--- config.mk ---
export PLATFORM = sky130hd
export DESIGN_NAME = stage_id_pipe_flat
export DESIGN_NICKNAME = d
export VERILOG_FILES = /design/src/rtl/stage_id_pipe_if.sv /design/src/rtl/stage_id_pipe.sv /design/src/flat_wrapper.sv
export SDC_FILE = /design/constraint.sdc
export NUM_CORES = 2
export LEC_CHECK = 0
export CAP_MARGIN = 20
export CORE_MARGIN = 1
export CORE_UTILIZATION = 55
export DETAILED_ROUTE_END_ITERATION = 12
export PLACE_DENSITY = 0.85
export SLEW_MARGIN = 25
export SYNTH_ARGS = -nofsm -noshare
export SYNTH_HDL_FRONTEND = slang
export SYNTH_SLANG_ARGS = --single-unit
--- constraint.sdc ---
create_clock -name clk -period 37.5 [get_ports clk]
set_clock_uncertainty 0.15 [all_clocks]
set_input_delay 11.25 -clock clk [delete_from_list [all_inputs] [get_ports clk]]
set_output_delay 11.25 -clock clk [all_outputs]
set_load 0.005 [all_outputs]
--- src/rtl/stage_id_pipe_if.sv ---
// ID/EX pipeline bus: registered decode payload plus the valid/ready handshake to EX.
interface stage_id_pipe_if #(
   parameter int REG_ADDR_WIDTH = 5,
   parameter int REG_WIDTH      = 32,
   parameter int PC_WIDTH       = 32
);
   logic                      id_ex_valid;
   logic                      ex_ready;
   logic [PC_WIDTH-1:0]       id_ex_pc;
   logic [REG_WIDTH-1:0]      id_ex_rs1_data;
   logic [REG_WIDTH-1:0]      id_ex_rs2_data;
   logic [REG_WIDTH-1:0]      id_ex_imm;
   logic [REG_ADDR_WIDTH-1:0] id_ex_rd;
   logic [3:0]                id_ex_funct;
   logic [5:0]                id_ex_ctrl;

   // ID side: produces the payload, observes EX backpressure.
   modport master (
      output id_ex_valid, id_ex_pc, id_ex_rs1_data, id_ex_rs2_data,
             id_ex_imm, id_ex_rd, id_ex_funct, id_ex_ctrl,
      input  ex_ready
   );

   // EX side: consumes the payload, signals when it can take it.
   modport slave (
      input  id_ex_valid, id_ex_pc, id_ex_rs1_data, id_ex_rs2_data,
             id_ex_imm, id_ex_rd, id_ex_funct, id_ex_ctrl,
      output ex_ready
   );
endinterface

--- src/rtl/stage_id_pipe.sv ---
// RV32I instruction-decode stage: register file with write-through bypass,
// immediate generation, operand forwarding, branch/jump resolution in ID,
// load-use stall, registered ID/EX stage and a saturating stall counter.
// Control word layout: {reg_wr, mem_wr, mem_rd, alu_src_imm, wb_sel[1:0]},
// wb_sel: 00 ALU result, 01 load data, 10 pc+4, 11 pc+imm (AUIPC).
module stage_id_pipe #(
   parameter int NUM_REG         = 32,
   parameter int REG_ADDR_WIDTH  = 5,
   parameter int REG_WIDTH       = 32,
   parameter int PC_WIDTH        = 32,
   parameter int INST_WIDTH      = 32,
   parameter int STALL_CNT_WIDTH = 16
) (
   input  logic                       clk,
   input  logic                       reset_n,
   // IF/ID side
   input  logic                       if_valid,
   output logic                       id_ready,
   input  logic [PC_WIDTH-1:0]        if_pc,
   input  logic [INST_WIDTH-1:0]      if_inst,
   // MEM/WB write port
   input  logic                       wb_wr_en,
   input  logic [REG_ADDR_WIDTH-1:0]  wb_rd,
   input  logic [REG_WIDTH-1:0]       wb_data,
   // forwarding
   input  logic [1:0]                 fwd_sel1,
   input  logic [1:0]                 fwd_sel2,
   input  logic [REG_WIDTH-1:0]       ex_fwd_data,
   input  logic [REG_WIDTH-1:0]       mem_fwd_data,
   // hazard inputs from the instruction in ID/EX
   input  logic                       ex_is_load,
   input  logic [REG_ADDR_WIDTH-1:0]  ex_rd,
   // fetch redirect
   output logic                       pc_sel,
   output logic [PC_WIDTH-1:0]        pc_target,
   // ID/EX bus
   stage_id_pipe_if.master            id_ex_bus,
   output logic [STALL_CNT_WIDTH-1:0] stall_cnt
);

   localparam logic [6:0] OPC_OP     = 7'b0110011;
   localparam logic [6:0] OPC_OP_IMM = 7'b0010011;
   localparam logic [6:0] OPC_LOAD   = 7'b0000011;
   localparam logic [6:0] OPC_STORE  = 7'b0100011;
   localparam logic [6:0] OPC_BRANCH = 7'b1100011;
   localparam logic [6:0] OPC_JAL    = 7'b1101111;
   localparam logic [6:0] OPC_JALR   = 7'b1100111;
   localparam logic [6:0] OPC_LUI    = 7'b0110111;
   localparam logic [6:0] OPC_AUIPC  = 7'b0010111;

   localparam logic [1:0] WB_ALU   = 2'b00;
   localparam logic [1:0] WB_MEM   = 2'b01;
   localparam logic [1:0] WB_PC4   = 2'b10;
   localparam logic [1:0] WB_PCIMM = 2'b11;

   typedef enum logic [2:0] {IMM_NONE, IMM_I, IMM_S, IMM_B, IMM_U, IMM_J} imm_type_e;

   typedef struct packed {
      logic       reg_wr;
      logic       mem_wr;
      logic       mem_rd;
      logic       alu_src_imm;
      logic [1:0] wb_sel;
   } ctrl_t;

   typedef struct packed {
      logic                      valid;
      logic [PC_WIDTH-1:0]       pc;
      logic [REG_WIDTH-1:0]      rs1_data;
      logic [REG_WIDTH-1:0]      rs2_data;
      logic [REG_WIDTH-1:0]      imm;
      logic [REG_ADDR_WIDTH-1:0] rd;
      logic [3:0]                funct;
      ctrl_t                     ctrl;
   } id_ex_t;

   // instruction fields
   logic [6:0]                opcode;
   logic [2:0]                funct3;
   logic [REG_ADDR_WIDTH-1:0] rs1;
   logic [REG_ADDR_WIDTH-1:0] rs2;

   assign opcode = if_inst[6:0];
   assign funct3 = if_inst[14:12];
   assign rs1    = if_inst[19:15];
   assign rs2    = if_inst[24:20];

   // decode results
   imm_type_e                 imm_type;
   ctrl_t                     dec_ctrl;
   logic                      rs1_used;
   logic                      rs2_used;
   logic                      is_branch;
   logic                      is_jal;
   logic                      is_jalr;
   logic [31:0]               imm32;
   logic [REG_WIDTH-1:0]      dec_imm;
   logic [REG_ADDR_WIDTH-1:0] dec_rd;

   // register file and operands
   logic [REG_WIDTH-1:0] regs_q [NUM_REG];
   logic [REG_WIDTH-1:0] regs_d [NUM_REG];
   logic [REG_WIDTH-1:0] rf_rs1;
   logic [REG_WIDTH-1:0] rf_rs2;
   logic [REG_WIDTH-1:0] rs1v;
   logic [REG_WIDTH-1:0] rs2v;

   // branch, handshake, state
   logic                       br_taken;
   logic [REG_WIDTH-1:0]       jalr_sum;
   logic                       adv;
   logic                       load_use;
   logic                       transfer;
   id_ex_t                     id_ex_q;
   id_ex_t                     id_ex_d;
   logic [STALL_CNT_WIDTH-1:0] stall_cnt_q;
   logic [STALL_CNT_WIDTH-1:0] stall_cnt_d;

   // Operand mux: regfile (bypassed), EX/MEM result, DMEM data, or WB data.
   function automatic logic [REG_WIDTH-1:0] fwd_mux(input logic [1:0] sel,
                                                    input logic [REG_WIDTH-1:0] rf_val);
      case (sel)
         2'b00:   return rf_val;
         2'b01:   return ex_fwd_data;
         2'b10:   return mem_fwd_data;
         default: return wb_data;
      endcase
   endfunction

   // Opcode decode: immediate format, control word and which sources are read.
   always_comb begin
      // NOTE: every output of this block gets a default before the case, so no
      // path leaves one unassigned; a missed assignment would infer a latch.
      imm_type  = IMM_NONE;
      dec_ctrl  = '0;
      rs1_used  = 1'b0;
      rs2_used  = 1'b0;
      is_branch = 1'b0;
      is_jal    = 1'b0;
      is_jalr   = 1'b0;
      case (opcode)
         OPC_OP: begin
            dec_ctrl = '{1'b1, 1'b0, 1'b0, 1'b0, WB_ALU};
            rs1_used = 1'b1;
            rs2_used = 1'b1;
         end
         OPC_OP_IMM: begin
            imm_type = IMM_I;
            dec_ctrl = '{1'b1, 1'b0, 1'b0, 1'b1, WB_ALU};
            rs1_used = 1'b1;
         end
         OPC_LOAD: begin
            imm_type = IMM_I;
            dec_ctrl = '{1'b1, 1'b0, 1'b1, 1'b1, WB_MEM};
            rs1_used = 1'b1;
         end
         OPC_STORE: begin
            imm_type = IMM_S;
            dec_ctrl = '{1'b0, 1'b1, 1'b0, 1'b1, WB_ALU};
            rs1_used = 1'b1;
            rs2_used = 1'b1;
         end
         OPC_BRANCH: begin
            imm_type  = IMM_B;
            rs1_used  = 1'b1;
            rs2_used  = 1'b1;
            is_branch = 1'b1;
         end
         OPC_JAL: begin
            imm_type = IMM_J;
            dec_ctrl = '{1'b1, 1'b0, 1'b0, 1'b0, WB_PC4};
            is_jal   = 1'b1;
         end
         OPC_JALR: begin
            imm_type = IMM_I;
            dec_ctrl = '{1'b1, 1'b0, 1'b0, 1'b1, WB_PC4};
            rs1_used = 1'b1;
            is_jalr  = 1'b1;
         end
         OPC_LUI: begin
            imm_type = IMM_U;
            dec_ctrl = '{1'b1, 1'b0, 1'b0, 1'b1, WB_ALU};
         end
         OPC_AUIPC: begin
            imm_type = IMM_U;
            dec_ctrl = '{1'b1, 1'b0, 1'b0, 1'b1, WB_PCIMM};
         end
         default: ;
      endcase
   end

   // Immediate generation; R-type and unknown opcodes yield zero.
   always_comb begin
      imm32 = '0;
      case (imm_type)
         IMM_I:   imm32 = {{20{if_inst[31]}}, if_inst[31:20]};
         IMM_S:   imm32 = {{20{if_inst[31]}}, if_inst[31:25], if_inst[11:7]};
         IMM_B:   imm32 = {{19{if_inst[31]}}, if_inst[31], if_inst[7],
                           if_inst[30:25], if_inst[11:8], 1'b0};
         IMM_U:   imm32 = {if_inst[31:12], 12'b0};
         IMM_J:   imm32 = {{11{if_inst[31]}}, if_inst[31], if_inst[19:12],
                           if_inst[20], if_inst[30:21], 1'b0};
         default: imm32 = '0;
      endcase
   end

   assign dec_imm = REG_WIDTH'($signed(imm32));
   assign dec_rd  = dec_ctrl.reg_wr ? if_inst[11:7] : '0;

   // Register file next state: one write port, x0 never written.
   always_comb begin
      regs_d = regs_q;
      if (wb_wr_en && wb_rd != '0) regs_d[wb_rd] = wb_data;
   end

   // Register file read with write-through bypass of the same-cycle WB write.
   always_comb begin
      rf_rs1 = (wb_wr_en && wb_rd == rs1 && rs1 != '0) ? wb_data : regs_q[rs1];
      rf_rs2 = (wb_wr_en && wb_rd == rs2 && rs2 != '0) ? wb_data : regs_q[rs2];
   end

   // Forwarded operands; index 0 and unread sources are forced to zero so
   // EX can treat LUI as imm + 0.
   always_comb begin
      rs1v = (rs1_used && rs1 != '0) ? fwd_mux(fwd_sel1, rf_rs1) : '0;
      rs2v = (rs2_used && rs2 != '0) ? fwd_mux(fwd_sel2, rf_rs2) : '0;
   end

   // Branch condition: funct3[2] picks less-than vs equality, funct3[1]
   // unsigned compare, funct3[0] inverts; 010/011 are not branches.
   always_comb begin
      br_taken = 1'b0;
      if (funct3[2]) begin
         if (funct3[1]) br_taken = (rs1v < rs2v) ^ funct3[0];
         else           br_taken = ($signed(rs1v) < $signed(rs2v)) ^ funct3[0];
      end else if (!funct3[1]) begin
         br_taken = (rs1v == rs2v) ^ funct3[0];
      end
   end

   // Handshake and load-use hazard.
   assign adv      = id_ex_bus.ex_ready || !id_ex_q.valid;
   assign load_use = if_valid && ex_is_load && id_ex_q.valid && ex_rd != '0 &&
                     ((rs1_used && ex_rd == rs1) || (rs2_used && ex_rd == rs2));
   assign id_ready = adv && !load_use;
   assign transfer = if_valid && id_ready;

   // Redirect only on an actual transfer, never while reset is asserted.
   assign jalr_sum  = rs1v + dec_imm;
   assign pc_sel    = reset_n && transfer && (is_jal || is_jalr || (is_branch && br_taken));
   assign pc_target = is_jalr ? (PC_WIDTH'(jalr_sum) & ~PC_WIDTH'(1))
                              : (if_pc + PC_WIDTH'(dec_imm));

   // ID/EX next state: load on advance (bubble clears ctrl/rd), else hold.
   always_comb begin
      id_ex_d = id_ex_q;
      if (adv) begin
         id_ex_d.valid    = transfer;
         id_ex_d.pc       = if_pc;
         id_ex_d.rs1_data = rs1v;
         id_ex_d.rs2_data = rs2v;
         id_ex_d.imm      = dec_imm;
         id_ex_d.funct    = {if_inst[30], funct3};
         id_ex_d.rd       = transfer ? dec_rd : '0;
         id_ex_d.ctrl     = transfer ? dec_ctrl : '0;
      end
   end

   // Stall counter next state: counts load-use bubbles actually inserted.
   always_comb begin
      stall_cnt_d = stall_cnt_q;
      if (load_use && adv && stall_cnt_q != '1) stall_cnt_d = stall_cnt_q + 1'b1;
   end

   // Pipeline register and stall counter with synchronous reset.
   always_ff @(posedge clk) begin
      // NOTE: non-blocking assignments make every flop sample pre-edge values,
      // independent of statement order or of other clocked blocks.
      if (!reset_n) begin
         id_ex_q     <= '0;
         stall_cnt_q <= '0;
      end else begin
         id_ex_q     <= id_ex_d;
         stall_cnt_q <= stall_cnt_d;
      end
   end

   // Register file storage.
   always_ff @(posedge clk) begin
      // NOTE: this storage is deliberately reset so reads after reset are
      // defined; that keeps it in flops rather than a RAM macro.
      if (!reset_n) begin
         for (int i = 0; i < NUM_REG; i++) regs_q[i] <= '0;
      end else begin
         regs_q <= regs_d;
      end
   end

   assign id_ex_bus.id_ex_valid    = id_ex_q.valid;
   assign id_ex_bus.id_ex_pc       = id_ex_q.pc;
   assign id_ex_bus.id_ex_rs1_data = id_ex_q.rs1_data;
   assign id_ex_bus.id_ex_rs2_data = id_ex_q.rs2_data;
   assign id_ex_bus.id_ex_imm      = id_ex_q.imm;
   assign id_ex_bus.id_ex_rd       = id_ex_q.rd;
   assign id_ex_bus.id_ex_funct    = id_ex_q.funct;
   assign id_ex_bus.id_ex_ctrl     = id_ex_q.ctrl;
   assign stall_cnt                = stall_cnt_q;

endmodule

--- src/flat_wrapper.sv ---
// flat-port wrapper written by rule: the top's interface ports become plain ports
module stage_id_pipe_flat 
#(
   parameter int NUM_REG         = 32,
   parameter int REG_ADDR_WIDTH  = 5,
   parameter int REG_WIDTH       = 32,
   parameter int PC_WIDTH        = 32,
   parameter int INST_WIDTH      = 32,
   parameter int STALL_CNT_WIDTH = 16
)
  (clk, reset_n, if_valid, id_ready, if_pc, if_inst, wb_wr_en, wb_rd, wb_data, fwd_sel1, fwd_sel2, ex_fwd_data, mem_fwd_data, ex_is_load, ex_rd, pc_sel, pc_target, stall_cnt, id_ex_bus_id_ex_valid, id_ex_bus_id_ex_pc, id_ex_bus_id_ex_rs1_data, id_ex_bus_id_ex_rs2_data, id_ex_bus_id_ex_imm, id_ex_bus_id_ex_rd, id_ex_bus_id_ex_funct, id_ex_bus_id_ex_ctrl, id_ex_bus_ex_ready);
  stage_id_pipe_if #(.REG_ADDR_WIDTH(REG_ADDR_WIDTH), .REG_WIDTH(REG_WIDTH), .PC_WIDTH(PC_WIDTH)) id_ex_bus_i ();
  input  logic clk;
  input  logic reset_n;
  input  logic if_valid;
  output logic id_ready;
  input  logic [PC_WIDTH-1:0] if_pc;
  input  logic [INST_WIDTH-1:0] if_inst;
  input  logic wb_wr_en;
  input  logic [REG_ADDR_WIDTH-1:0] wb_rd;
  input  logic [REG_WIDTH-1:0] wb_data;
  input  logic [1:0] fwd_sel1;
  input  logic [1:0] fwd_sel2;
  input  logic [REG_WIDTH-1:0] ex_fwd_data;
  input  logic [REG_WIDTH-1:0] mem_fwd_data;
  input  logic ex_is_load;
  input  logic [REG_ADDR_WIDTH-1:0] ex_rd;
  output logic pc_sel;
  output logic [PC_WIDTH-1:0] pc_target;
  output logic [STALL_CNT_WIDTH-1:0] stall_cnt;
  output wire logic [$bits(id_ex_bus_i.id_ex_valid)-1:0] id_ex_bus_id_ex_valid;
  output wire logic [$bits(id_ex_bus_i.id_ex_pc)-1:0] id_ex_bus_id_ex_pc;
  output wire logic [$bits(id_ex_bus_i.id_ex_rs1_data)-1:0] id_ex_bus_id_ex_rs1_data;
  output wire logic [$bits(id_ex_bus_i.id_ex_rs2_data)-1:0] id_ex_bus_id_ex_rs2_data;
  output wire logic [$bits(id_ex_bus_i.id_ex_imm)-1:0] id_ex_bus_id_ex_imm;
  output wire logic [$bits(id_ex_bus_i.id_ex_rd)-1:0] id_ex_bus_id_ex_rd;
  output wire logic [$bits(id_ex_bus_i.id_ex_funct)-1:0] id_ex_bus_id_ex_funct;
  output wire logic [$bits(id_ex_bus_i.id_ex_ctrl)-1:0] id_ex_bus_id_ex_ctrl;
  input wire logic [$bits(id_ex_bus_i.ex_ready)-1:0] id_ex_bus_ex_ready;
  assign id_ex_bus_id_ex_valid = id_ex_bus_i.id_ex_valid;
  assign id_ex_bus_id_ex_pc = id_ex_bus_i.id_ex_pc;
  assign id_ex_bus_id_ex_rs1_data = id_ex_bus_i.id_ex_rs1_data;
  assign id_ex_bus_id_ex_rs2_data = id_ex_bus_i.id_ex_rs2_data;
  assign id_ex_bus_id_ex_imm = id_ex_bus_i.id_ex_imm;
  assign id_ex_bus_id_ex_rd = id_ex_bus_i.id_ex_rd;
  assign id_ex_bus_id_ex_funct = id_ex_bus_i.id_ex_funct;
  assign id_ex_bus_id_ex_ctrl = id_ex_bus_i.id_ex_ctrl;
  assign id_ex_bus_i.ex_ready = id_ex_bus_ex_ready;
  stage_id_pipe #(.NUM_REG(NUM_REG), .REG_ADDR_WIDTH(REG_ADDR_WIDTH), .REG_WIDTH(REG_WIDTH), .PC_WIDTH(PC_WIDTH), .INST_WIDTH(INST_WIDTH), .STALL_CNT_WIDTH(STALL_CNT_WIDTH)) u_core (.clk(clk), .reset_n(reset_n), .if_valid(if_valid), .id_ready(id_ready), .if_pc(if_pc), .if_inst(if_inst), .wb_wr_en(wb_wr_en), .wb_rd(wb_rd), .wb_data(wb_data), .fwd_sel1(fwd_sel1), .fwd_sel2(fwd_sel2), .ex_fwd_data(ex_fwd_data), .mem_fwd_data(mem_fwd_data), .ex_is_load(ex_is_load), .ex_rd(ex_rd), .pc_sel(pc_sel), .pc_target(pc_target), .id_ex_bus(id_ex_bus_i), .stall_cnt(stall_cnt));
endmodule
### Word level (Yosys, flattened, before mapping)

Cells that the tools add are included.

| storage, ports and cells | value |
|---|---|
| bits of input ports | 180 |
| register bits | 1184 |
| memories | 0 |
| memory bits (writable) | 0 |
| memory bits (read-only) | 0 |
| latch bits | 0 |

| operators by class | value |
|---|---|
| multiply operators | 0 |
| equal/unequal tests | 24 |
| reduce and logical (&&, ||, !) cells | 38 |
| mux-type cells | 30 |
| order comparisons | 6 |
| add/subtract/negate cells | 3 |
| shift-type cells | 0 |
| bitwise operators | 6 |
| div/mod/pow operators | 0 |

Operators by type and width:

| kind | number |
|---|---|
| $bwmux 1024 | 1 |
| $bmux 32 s5 | 2 |
| $mux 32 | 10 |
| $pmux 32 s3 | 2 |
| $demux 32 s5 | 1 |
| $pmux 32 s5 | 1 |
| $add 32x32->32 | 2 |
| $lt 32x32->1 | 2 |
| $pmux 6 s7 | 1 |
| $eq 32x32->1 | 1 |
| $eq 7x6->1 const B | 3 |
| $eq 7x7->1 const B | 3 |
| $logic_and 1x1->1 | 21 |
| $eq 5x5->1 | 4 |
| $reduce_bool 5->1 | 4 |
| $ge 6x6->1 const B | 3 |
| $not 5->6 | 3 |
| $add 16x1->16 const B | 1 |
| $ne 16x16->1 const B | 1 |
| $pmux 3 s5 | 1 |
| $eq 7x5->1 const B | 2 |
| $mux 5 | 2 |
| $mux 1 | 8 |
| $eq 7x2->1 const B | 1 |
| 14 further kinds | 27 |

### Longest topological paths before layout

| logic depth | value |
|---|---|
| depth in word-level cells | 14 |
| mapped depth | 28 |
| gate-level depth less buffers | 22 |

### Worst setup path after synthesis

Ideal clock, no wire load.

| timing | value |
|---|---|
| path kind | input to output |
| from | in if_inst[20] |
| to | out pc_sel |
| slack | 9561 ps |
| required time | 26100 ps |
| path buffers | 4 |
| cell stages on the path | 24 |
| arrival | 16539 ps |
| cell sequence | buf_2 buf_2 buf_1 buf_2 mux4_2 mux4_2 mux2i_1 o21ai_0 mux4_2 nand2_1 ha_1 a21o_1 a21o_1 a21o_1 a21o_1 a21o_1 a21o_1 a221o_1 a21o_1 a31oi_1 mux2i_1 xor2_1 a21oi_1 o21a_1 |

| between the ends | value |
|---|---|
| cells in the longest elaborated chain, start to end | 14 |
| elaborated cells between the ends (all ways) | 32 |
| those cells by class | order compare (2); eq/ne (3); mux (9); bitwise (4); reduce/logical (14) |

Ends and longest elaborated chain:

| element | line | source |
|---|---|---|
| start: declaration | flat_wrapper.sv:18 | `input logic [INST_WIDTH-1:0] if_inst;` |
| $not 5->6 (not written as such) | stage_id_pipe.sv:219 | `rf_rs2 = (wb_wr_en && wb_rd == rs2 && rs2 != '0) ? wb_data : regs_q[rs2];` |
| $bmux 32 s5 | stage_id_pipe.sv:219 |  |
| $mux 32 (not written as such) (2 in series) | stage_id_pipe.sv:219 |  |
| $mux 32 | stage_id_pipe.sv:219 |  |
| $pmux 32 s3 | stage_id_pipe.sv:122 | `case (sel)` |
| $mux 32 | stage_id_pipe.sv:226 | `rs2v = (rs2_used && rs2 != '0) ? fwd_mux(fwd_sel2, rf_rs2) : '0;` |
| $lt 32x32->1 (tied with other cells) | stage_id_pipe.sv:235 | `else br_taken = ($signed(rs1v) < $signed(rs2v)) ^ funct3[0];` |
| $xor 1x1->1 (on tied branches) | stage_id_pipe.sv:235, stage_id_pipe.sv:234, stage_id_pipe.sv:237 |  |
| $mux 1 (on tied branches) | stage_id_pipe.sv:234, stage_id_pipe.sv:236 |  |
| $mux 1 | stage_id_pipe.sv:233 | `if (funct3[2]) begin` |
| $logic_and 1x1->1 | stage_id_pipe.sv:250 | `assign pc_sel = reset_n && transfer && (is_jal \|\| is_jalr \|\| (is_branch && br_taken));` |
| $logic_or 1x1->1 | stage_id_pipe.sv:250 |  |
| $logic_and 1x1->1 * | stage_id_pipe.sv:250 |  |
| end: declaration | flat_wrapper.sv:28 | `output logic pc_sel;` |

Every way passes the cells marked *; elsewhere a longest branch is shown, timed or not. The select of a mux whose other input is x is not followed.

### Worst setup path in the final report

| timing | value |
|---|---|
| from | in if_inst[15] |
| to | out pc_target[28] |

| between the ends | value |
|---|---|
| cells in the longest elaborated chain, start to end | 9 |
| elaborated cells between the ends (all ways) | 16 |
| those cells by class | add/sub (2); eq/ne (1); mux (8); bitwise (1); reduce/logical (4) |

Ends and longest elaborated chain:

| element | line | source |
|---|---|---|
| $not 5->6 (not written as such) | stage_id_pipe.sv:218 | `rf_rs1 = (wb_wr_en && wb_rd == rs1 && rs1 != '0) ? wb_data : regs_q[rs1];` |
| $bmux 32 s5 | stage_id_pipe.sv:218 |  |
| $mux 32 (not written as such) (2 in series) | stage_id_pipe.sv:218 |  |
| $mux 32 | stage_id_pipe.sv:218 |  |
| $pmux 32 s3 | stage_id_pipe.sv:122 |  |
| $mux 32 * | stage_id_pipe.sv:225 | `rs1v = (rs1_used && rs1 != '0) ? fwd_mux(fwd_sel1, rf_rs1) : '0;` |
| named net u_core.rs1v[9] | stage_id_pipe.sv:105 | `logic [REG_WIDTH-1:0] rs1v;` |
| $add 32x32->32 * | stage_id_pipe.sv:249 | `assign jalr_sum = rs1v + dec_imm;` |
| $mux 32 * | stage_id_pipe.sv:251 | `assign pc_target = is_jalr ? (PC_WIDTH'(jalr_sum) & ~PC_WIDTH'(1))` |
| end: declaration | flat_wrapper.sv:29 | `output logic [PC_WIDTH-1:0] pc_target;` |

The timed path passes the listed nets; every way through them passes the cells marked *. The select of a mux whose other input is x is not followed.

==> summary.txt <==
TNS Setup: 0 ns
Tot Pwr: 2.79 mW
Number of synthesized flops with an enable pin: 0
Clock input transition at the sequential cells of the worst setup and hold paths: 0.06 ns
Initial Util: 55.7%
# IOs: 374
TritonCTS clock tree: done
Mapped Cells: 7211
Post-synthesis async set-or-reset flop share: 0%
Max VDD drop: 0.0000474 V
TritonRoute pass-1 iters: 10
Max Clock Freq: 33.0 MHz
Yosys cell types: 81
DRC errors left: 0
Largest net degree at the start of global routing: 251
Vias: 62363
Area grow syn2layout: 13.0%
Gpl congestion: 1.05
IO Port Bufs: 373
Final critical-path required period: 30.28 ns
P per Cell Area: 38.6 nW/µm²
Clock Latency Late Sink: 0.76 ns
Top cell type's share of synthesized area: 37.1%
CP Capture Type: output pin
CP required: 26.10 ns
Hpwl dp: 148 mm
Max-Slew Margin vs Limit: 23.8%
WL final: 256 mm
Syn Nets: 7485
H-tree Lvls: 3
Slew Viols, Final: 0
Combinational power share: 10.1%
Kind of critical path: input port to output pin
Die Width: 343 µm
Syn Std Cell Area: 64000 µm²
Pint: 2.07 mW
Setup-failing EPs final: 0
Routed len/inst: 29.3 µm
Placed Instances: 8533
Total gr overflow: 0
Most common cell in the netlist: nand2_1
FF+latch count, synth: 1184
DRT iter0 DRCs: 12208
Crit path max fanout: 69
Top cell type by total area after synthesis: dfxtp_1
Layout cells sized above 1: 15.1%
Vias per cell: 7.13
Root Buffer: clkbuf_16
Setup bufs post-CTS: 0
Share of power burned in registers: 45.7%
Post-synth top cells: nand2_1, a21oi_1, dfxtp_1, mux4_2, clkbuf_1
Post-CTS Hold Buffers: 0
Clock Sinks: 1184
Max Cap Violations: 0
Vias in the first global route: 61326
Worst Max-Slew Pin Slew: 1.14 ns
Die Area: 118000 µm²
Row count: 124
Final Instance Area: 72300 µm²
Core area: 115000 µm²
Worst Path Arrival: 18.88 ns
Mean Syn Cell Area: 8.87 µm²
Unrepaired setup endpoints after global routing: false
Top_reg_cell synth: dfxtp_1
Sequential area share after synthesis: 37.1%
CTS buffer count: 112
Filler Cell Count: 8614
First-pass GRT wire length: 375 mm
Gr usage total: 42.7%
Dpl cell area: 68300 µm²
Clock share of power: 44.1%
Status: complete, no violations
DIE HEIGHT: 343 µm
Initial antenna violation count: 22
Post-CTS sizing: 0
FF-to-FF path depth: 9
Top cells by area, synth: dfxtp_1, mux4_2, nand2_1
Pleak: 24.3 nW
Final Cycle Share: 80.7%
Routed Antenna Nets: 0
Sw Ratio: 25.9%
Crit start category: input port
Final core occ: 63.0%
Clk buf depth: 3
Synth warn: 0
Hold Vio Cnt, Final: 0
Layout Cells excl Fill: 8750
Final nets: 7413
Sw Pwr: 723 µW
HP Class: flip-flop to flip-flop
Hold path depth: 2
## per-layer routing
layer	up-vias	track usage, %	part of all wire, %
li1	25136	-	-
met1	28843	46.9	29
met2	6244	62.2	42
met3	2114	19.7	18
met4	26	37.8	11
met5	-	0	0.087
## metrics by stage
stage / hold slack (ns) / worst slack [ns]
final: 0.298 / 7.22
after global routing: 0.320 / 6.64
after detailed placement: 0.288 / 7.32
after floorplan: 0.289 / 9.56
after CTS: 0.301 / 7.29
after global placement: 0.285 / 7.42
## worst max-delay path: stages
cell             delay [ns]
buf_8                  0.57
buf_4                  0.82
buf_4                  0.80
mux4_2                 0.61
mux4_2                 0.48
mux2i_1                0.24
a211oi_1               0.12
a211oi_1               0.29
a211oi_1               0.15
ha_1                   0.43
a21o_1                 0.20
a21oi_1                0.14
o21ai_0                0.11
or2_2                  0.28
o21ai_1                0.23
o21ai_0                0.34
a221o_1                0.50
a31o_1                 0.24
a21oi_1                0.19
xor2_1                 0.10
mux2i_1                0.19
clkdlybuf4s50_1        0.54
## final cells by class
type | instances | area (µm²) | area share (%)
multi-input combinational | 5296 | 37700 | 52.1
antenna | 8 | 20.0 | 0.0277
clock buffer | 153 | 3190 | 4.41
tap | 1512 | 1890 | 2.62
clock inverter | 52 | 739 | 1.02
sequential | 1184 | 23700 | 32.8
inverter | 17 | 71.3 | 0.0986
timing repair buffer | 528 | 5010 | 6.93
## layout by cell type, fill, tap and decap left out, drive strengths merged, types with 34 or more instances in the layout
| cell | Yosys | routed |
|---|---|---|
| and2 | 49 | 49 |
| nor2 | 233 | 233 |
| nor2b | 34 | 34 |
| ha | 92 | 92 |
| mux4 | 656 | 656 |
| nand3 | 34 | 34 |
| a21o | 47 | 47 |
| nand2 | 2314 | 2314 |
| xor2 | 39 | 39 |
| nor3 | 44 | 44 |
| clkdlybuf4s50 | 0 | 357 |
| buf | 108 | 170 |
| dfxtp | 1184 | 1184 |
| xnor2 | 52 | 52 |
| mux2i | 96 | 96 |
| o21ai | 94 | 94 |
| a21oi | 1220 | 1220 |
| clkbuf | 606 | 154 |
| a211oi | 82 | 82 |
## power groups by stage
stage	clock [mW]	combinational, mW	sequential, mW
after floorplan	0	0.167	1.30
after global placement	0	0.263	1.30
after detailed placement	0	0.267	1.31
after CTS	1.22	0.269	1.28
after global routing	1.27	0.290	1.28
final	1.23	0.283	1.28
## final timing paths
kind / startpoint / to / slack [ns]
hold reg to reg: u_core.id_ex_bus.id_ex_ctrl[0] / u_core.id_ex_bus.id_ex_ctrl[0] / 0.30
hold / removal: u_core.id_ex_bus.id_ex_ctrl[0] / u_core.id_ex_bus.id_ex_ctrl[0] / 0.30
setup reg to reg: u_core.regs_q[396] / u_core.id_ex_bus.id_ex_rs2_data[12] / 34.00
setup / recovery: if_inst[15] / pc_target[28] / 7.22
## sequential cells by signal (all words and copies together), names as in the netlist
| signal | count |
|---|---|
| u_core.id_ex_bus.id_ex_rs2_data | 32 |
| u_core.stall_cnt | 16 |
| u_core.id_ex_bus.id_ex_ctrl | 6 |
| u_core.id_ex_bus.id_ex_valid | 1 |
| u_core.id_ex_bus.id_ex_funct | 4 |
| u_core.id_ex_bus.id_ex_imm | 32 |
| u_core.id_ex_bus.id_ex_rs1_data | 32 |
| u_core.regs_q | 1024 |
| u_core.id_ex_bus.id_ex_pc | 32 |
| u_core.id_ex_bus.id_ex_rd | 5 |
## cells by family after synthesis
logic type / count (synthesis) / share of synthesized area, %
compound gates: 1551 / 13.2
fa+ha+maj: 95 / 1.88
mux: 757 / 24.7
xor+xnor: 91 / 1.25
buf+inv: 731 / 4.52
simple gates: 2802 / 17.4
flops: 1184 / 37.1
Note: power is estimated with default switching activity, not from simulation.
